**src/rtl/icache_ctrl.sv**
```systemverilog
// icache_ctrl -- direct-mapped, one-word-per-frame instruction cache controller.
//
// A lookup is combinational: a valid frame whose tag matches the request
// answers in the same cycle. A miss latches the request address and holds a
// read request to memory until iwait falls; on that edge the frame is
// written and the controller returns to IDLE. The next cycle hits.
//
// Parameters:
//   FRAMES      number of frames (power of 2, 2..256)
// Ports:
//   CLK         clock, rising edge
//   nRST        asynchronous active-low reset
//   imemREN     datapath read request
//   imemaddr    datapath byte address (offset bits ignored)
//   ihit        imemload holds the requested word this cycle
//   imemload    instruction word to the datapath
//   iREN        read request to the memory controller
//   iaddr       word-aligned memory read address (0 when idle)
//   iwait       memory busy
//   iload       memory read data
// Optional build macro ICACHE_STATS_EN adds:
//   hit_count   saturating count of hit cycles
//   miss_count  saturating count of misses (IDLE->FILL transitions)

module icache_ctrl #(
  parameter int unsigned FRAMES = 16
) (
  input  logic        CLK,
  input  logic        nRST,
  input  logic        imemREN,
  input  logic [31:0] imemaddr,
  output logic        ihit,
  output logic [31:0] imemload,
  output logic        iREN,
  output logic [31:0] iaddr,
  input  logic        iwait,
  input  logic [31:0] iload
`ifdef ICACHE_STATS_EN
  ,
  output logic [31:0] hit_count,
  output logic [31:0] miss_count
`endif
);

  localparam int unsigned IW = $clog2(FRAMES);
  localparam int unsigned TW = 30 - IW;

  typedef enum logic {
    IDLE,
    FILL
  } state_t;

  state_t            r_state;
  state_t            w_state_next;
  logic [31:0]       r_fill_addr;
  logic [FRAMES-1:0] r_valid;
  logic [TW-1:0]     r_tag  [FRAMES];
  logic [31:0]       r_data [FRAMES];

  logic [IW-1:0]     w_idx;
  logic [TW-1:0]     w_tag;
  logic [IW-1:0]     w_fill_idx;
  logic [TW-1:0]     w_fill_tag;
  logic              w_lookup_hit;
  logic              w_miss;
  logic              w_fill_done;
  logic              w_unused;

  assign w_idx        = imemaddr[IW+1:2];
  assign w_tag        = imemaddr[31:IW+2];
  assign w_fill_idx   = r_fill_addr[IW+1:2];
  assign w_fill_tag   = r_fill_addr[31:IW+2];
  assign w_lookup_hit = r_valid[w_idx] && (r_tag[w_idx] == w_tag);
  assign imemload     = r_data[w_idx];
  // Byte offset of the latched address never reaches memory.
  assign w_unused     = ^r_fill_addr[1:0];

  always_comb begin
    w_state_next = r_state;
    ihit         = 1'b0;
    iREN         = 1'b0;
    iaddr        = '0;
    w_miss       = 1'b0;
    w_fill_done  = 1'b0;
    case (r_state)
      IDLE: begin
        ihit = imemREN && w_lookup_hit;
        if (imemREN && !w_lookup_hit) begin
          w_miss       = 1'b1;
          w_state_next = FILL;
        end
      end
      FILL: begin
        iREN  = 1'b1;
        iaddr = {r_fill_addr[31:2], 2'b00};
        if (!iwait) begin
          w_fill_done  = 1'b1;
          w_state_next = IDLE;
        end
      end
    endcase
  end

  always_ff @(posedge CLK or negedge nRST) begin
    if (!nRST) begin
      r_state     <= IDLE;
      r_valid     <= '0;
      r_fill_addr <= '0;
    end else begin
      r_state <= w_state_next;
      if (w_miss) begin
        r_fill_addr <= imemaddr;
      end
      if (w_fill_done) begin
        r_valid[w_fill_idx] <= 1'b1;
      end
    end
  end

  // Tag/data arrays are unreset; reset parks the FSM in IDLE so no write
  // can occur while nRST is low, and the cleared valid bits gate all reads.
  always_ff @(posedge CLK) begin
    if (w_fill_done) begin
      r_tag[w_fill_idx]  <= w_fill_tag;
      r_data[w_fill_idx] <= iload;
    end
  end

`ifdef ICACHE_STATS_EN
  logic [31:0] r_hit_count;
  logic [31:0] r_miss_count;

  always_ff @(posedge CLK or negedge nRST) begin
    if (!nRST) begin
      r_hit_count  <= '0;
      r_miss_count <= '0;
    end else begin
      if (ihit && (r_hit_count != '1)) begin
        r_hit_count <= r_hit_count + 32'd1;
      end
      if (w_miss && (r_miss_count != '1)) begin
        r_miss_count <= r_miss_count + 32'd1;
      end
    end
  end

  assign hit_count  = r_hit_count;
  assign miss_count = r_miss_count;
`else
  // Statistics counters are not built.
`endif

endmodule

```
**config.mk**
```make
export PLATFORM = sky130hd
export DESIGN_NAME = icache_ctrl
export DESIGN_NICKNAME = d
export VERILOG_FILES = /design/src/rtl/icache_ctrl.sv
export SDC_FILE = /design/constraint.sdc
export NUM_CORES = 1
export LEC_CHECK = 0
export ABC_AREA = 1
export BUFFER_PORTS_ARGS = -buffer_cell sky130_fd_sc_hd__buf_2
export CORE_MARGIN = 1.5
export CORE_UTILIZATION = 33
export DETAILED_ROUTE_END_ITERATION = 10
export HOLD_SLACK_MARGIN = 0.08
export SYNTH_ARGS = -nofsm -noshare
export SYNTH_HDL_FRONTEND = slang
export SYNTH_SLANG_ARGS = --single-unit
export TNS_END_PERCENT = 5
```
**constraint.sdc**
```tcl
create_clock -name CLK -period 4.8 [get_ports CLK]
set_input_delay 0.48 -clock CLK [delete_from_list [all_inputs] [get_ports CLK]]
set_output_delay 0.48 -clock CLK [all_outputs]
set_load 0.03 [all_outputs]
```
==> metrics.md <==
| Metric | Value |
|---|---|
| Die ar. | 122000 um2 |
| Port Buffers | 129 |
| Cell with the biggest individual delay on the critical path | sky130_fd_sc_hd__clkinv_8 |
| Kind of start point of the critical path | primary input |
| Yosys warning total | 0 |
| Detail Placement HPWL | 54200 um |
| CP dominant cell by count | sky130_fd_sc_hd__nand3_1 |
| Routed Antenna Nets | 0 |
| Share of layout cells above drive strength 1 | 9.96% |
| Setup Fix Bufs, Post-CTS | 0 |
| Worst IR Drop VDD | 0.000265 V |
| Row cnt | 126 |
| Achievable Freq | 247 MHz |
| Cell type with the largest total area after synthesis | sky130_fd_sc_hd__edfxtp_1 |
| Endpoint of the lowest-slack register-to-register path | r_data[2][20]$_DFFE_PP_ |
| Number of antenna violations at the first check in global routing | 10 |
| Ranking of synthesized cells by area | sky130_fd_sc_hd__edfxtp_1, sky130_fd_sc_hd__nand2_1, sky130_fd_sc_hd__o21ai_0 |
| Max H-tree Level | 3 |
| Initial Utilization | 33.4% |
| Largest net degree at the start of global routing | 221 |
| First-pass GRT wire length | 159000 um |
| DR vias/cell | 5.09 |
| Mean Syn Cell Area | 12.0 um2 |
| Number of failing setup endpoints in the final timing report | 0 |
| Critical path capture point type | primary output |
| Total clock buffers created by CTS | 92 |
| Routed wirelength normalized by instance count | 21.3 um |
| Power per cell area | 410 nW/um2 |
| Top_reg_cell synth | sky130_fd_sc_hd__edfxtp_1 |
| Netlist area before placement | 39600 um2 |
| Most common cell in the synthesized netlist | sky130_fd_sc_hd__edfxtp_1 |
| Routed via count | 25800 |
| Required arrival time at the worst endpoint | 4.32 ns |
| Source of the worst register-to-register timing path | r_state$_DFF_PN0_ |
| Minimum period implied by the final worst setup slack | 4.06 ns |
| Critical path's largest stage delay | 0.40 ns |
| Max Slew Vio Count | 0 |
| Placeable Area | 119000 um2 |
| Die Width | 349 um |
| Fraction of post-synthesis cell area in the top cell type by area | 70.3% |
| Drt first pass iters | 6 |
| Layout-stage area growth over the synthesis result | 13.6% |
| Status | complete, no violations |
| Sum Neg Setup Slack | 0 ns |
| Number of synthesized flops with an enable pin | 928 |
| Number of top-level pins | 134 |
| Launch point of the worst hold path | imemaddr[24] |
| Tightest slew margin relative to the limit | 26.9% |
| Clk slew on worst S/H paths | 0.06 ns |
| Unrepaired setup endpoints after global routing | no |
| Nets@finish | 3448 |
| Clock sink count | 975 |
| Post-synth cell types | 25 |
| Share of flip-flops with an asynchronous set or reset | 4.82% |
| Placer congestion estimate | 0.800 |
| Maximum buffer depth of the clock tree | 3 |
| Final global-route overflow total | 0 |
| Worst Hold Path EP | r_fill_addr[24]$_DFFE_PN0P_ |
| Count of unresolved DRC violations after routing | 0 |
| Instance area at placement | 42100 um2 |
| Post-route cell area | 45000 um2 |
| Clock tree from TritonCTS | yes |
| Yosys reg bits | 975 |
| Number of cells on the worst hold path | 3 |
| Max-cap viol count | 0 |
| Number of DRC markers in iteration 0 | 2657 |
| Clock network latency to the later pin of the worst-skew pair | 0.66 ns |
| Final hold violations | 0 |
| Clock root buffer master | sky130_fd_sc_hd__clkbuf_16 |
| Wirelength, routed | 108000 um |
| Global router's overall resource usage | 17.4% |
| Total leakage power | 16.3 nW |
| Ordered cell list for the critical path | buf_8 > clkinv_8 > buf_12 > nand2_1 > nand3_1 > nand3_1 > nand3_1 > nand3_1 > nand2_1 > nor2_1 > nand4_1 > nor2_1 > nand2_1 > nor3_1 > buf_2 |
| Number of cell instances on the worst register-to-register path | 5 |
| Vias in the first global route | 24200 |
| Register area share after synthesis | 73.3% |
| Gate Count Post-Synth | 3301 |
| Synth cell count leaders | sky130_fd_sc_hd__edfxtp_1, sky130_fd_sc_hd__nand2_1, sky130_fd_sc_hd__nor2_1 |
| Crit path max fanout | 79 |
| Transition time at the pin with the least slew margin | 1.10 ns |
| Clock Skew | 0.0212 ns |
| Class of the tightest hold or removal check | in2reg |
| Chip Height | 349 um |
| Final cycle utilization of the critical path | 84.5% |
| Critical path start-end classification | in2out |
| Minimum setup slack among reg-to-reg paths | 1.79 ns |
| Worst Path Arrival | 3.58 ns |
-- power breakdown --
group          internal, W  leakage (nW)  switching, W
sequential         0.00973          8.92      0.000286
clock              0.00386          1.41       0.00310
combinational     0.000367          5.94       0.00111
total               0.0140          16.3       0.00450
-- flip-flops by register name, indices dropped and copies added (netlist names) --
name and cells:
r_valid 16, r_fill_addr 30, r_tag 416, r_data 512, r_state 1
-- final cells by class --
class	instances	area, um2
diodes	7	17.5
inverters	210	812
multi-input cells	1908	8940
fillers	11400	73500
well taps	1600	2000
flip-flops and latches	975	29000
repair buffers	193	1340
clock buffers	123	2560
clock inverters	45	299
-- metrics by stage --
| step | util (%) | hold slack (ns) | cells | power [W] | setup slack [ns] |
|---|---|---|---|---|---|
| final | 38.0 | 0.123 | 5061 | 0.0185 | 0.744 |
| after global routing | 38.0 | 0.120 | 5055 | 0.0191 | 0.633 |
| after CTS | 38.0 | 0.0837 | 5054 | 0.0186 | 0.854 |
| after detailed placement | 35.5 | 0.445 | 4879 | 0.0117 | 0.851 |
| after global placement | 35.5 | 0.438 | 4879 | 0.0116 | 0.849 |
| after floorplan | - | 0.184 | 3302 | 0.0110 | 0.751 |
-- metal layers --
| layer | vias up | routed length, um | track usage (%) |
|---|---|---|---|
| met5 | - | 43 | 0 |
| met4 | 6 | 2340 | 4.61 |
| met3 | 169 | 7690 | 2.69 |
| met2 | 958 | 50300 | 27.7 |
| met1 | 12800 | 47400 | 24.6 |
| li1 | 11900 | - | - |
-- what timing repair did --
action | 4_1_cts | 5_1_grt
resized for setup | 0 | 0
hold endpoints to repair | 53 | 0
hold buffers | 7 | 0
-- critical path: cells and delay by family --
| family | cells | cell delay (ns) |
|---|---|---|
| buf+inv | 4 | 1.39 |
| simple gates | 11 | 1.57 |
-- cell families after synthesis --
| kind of cell | synth area share, % |
|---|---|
| AO/OA/AOI/OAI | 8.19 |
| AND/OR/NAND/NOR | 14.1 |
| flip-flops | 73.3 |
| other | 0.00947 |
| buffers and inverters | 4.43 |
-- cells in the final DEF (no fill, tap or decap), types with 47 or more instances in the layout --
cell type,instances
sky130_fd_sc_hd__o221ai_1,109
sky130_fd_sc_hd__inv_1,205
sky130_fd_sc_hd__o211ai_1,50
sky130_fd_sc_hd__nand3_1,306
sky130_fd_sc_hd__nor2_1,391
sky130_fd_sc_hd__edfxtp_1,928
sky130_fd_sc_hd__nand2_1,640
sky130_fd_sc_hd__dfrtp_1,47
sky130_fd_sc_hd__o21ai_0,307
sky130_fd_sc_hd__buf_2,125
sky130_fd_sc_hd__clkbuf_16,95
-- worst max-delay path by stage --
stage | start | cells after the start | slack, ns | endpoint
final | imemaddr[2] | 15 | 0.74 | ihit
after global routing | imemaddr[2] | 17 | 0.63 | ihit
after CTS | imemaddr[2] | 15 | 0.85 | ihit
after detailed placement | imemaddr[2] | 15 | 0.85 | ihit
after global placement | imemaddr[2] | 12 | 0.85 | ihit
after floorplan | r_state$_DFF_PN0_ | 4 | 0.75 | r_data[11][0]$_DFFE_PP_
Note: power is estimated with default switching activity, not from simulation.
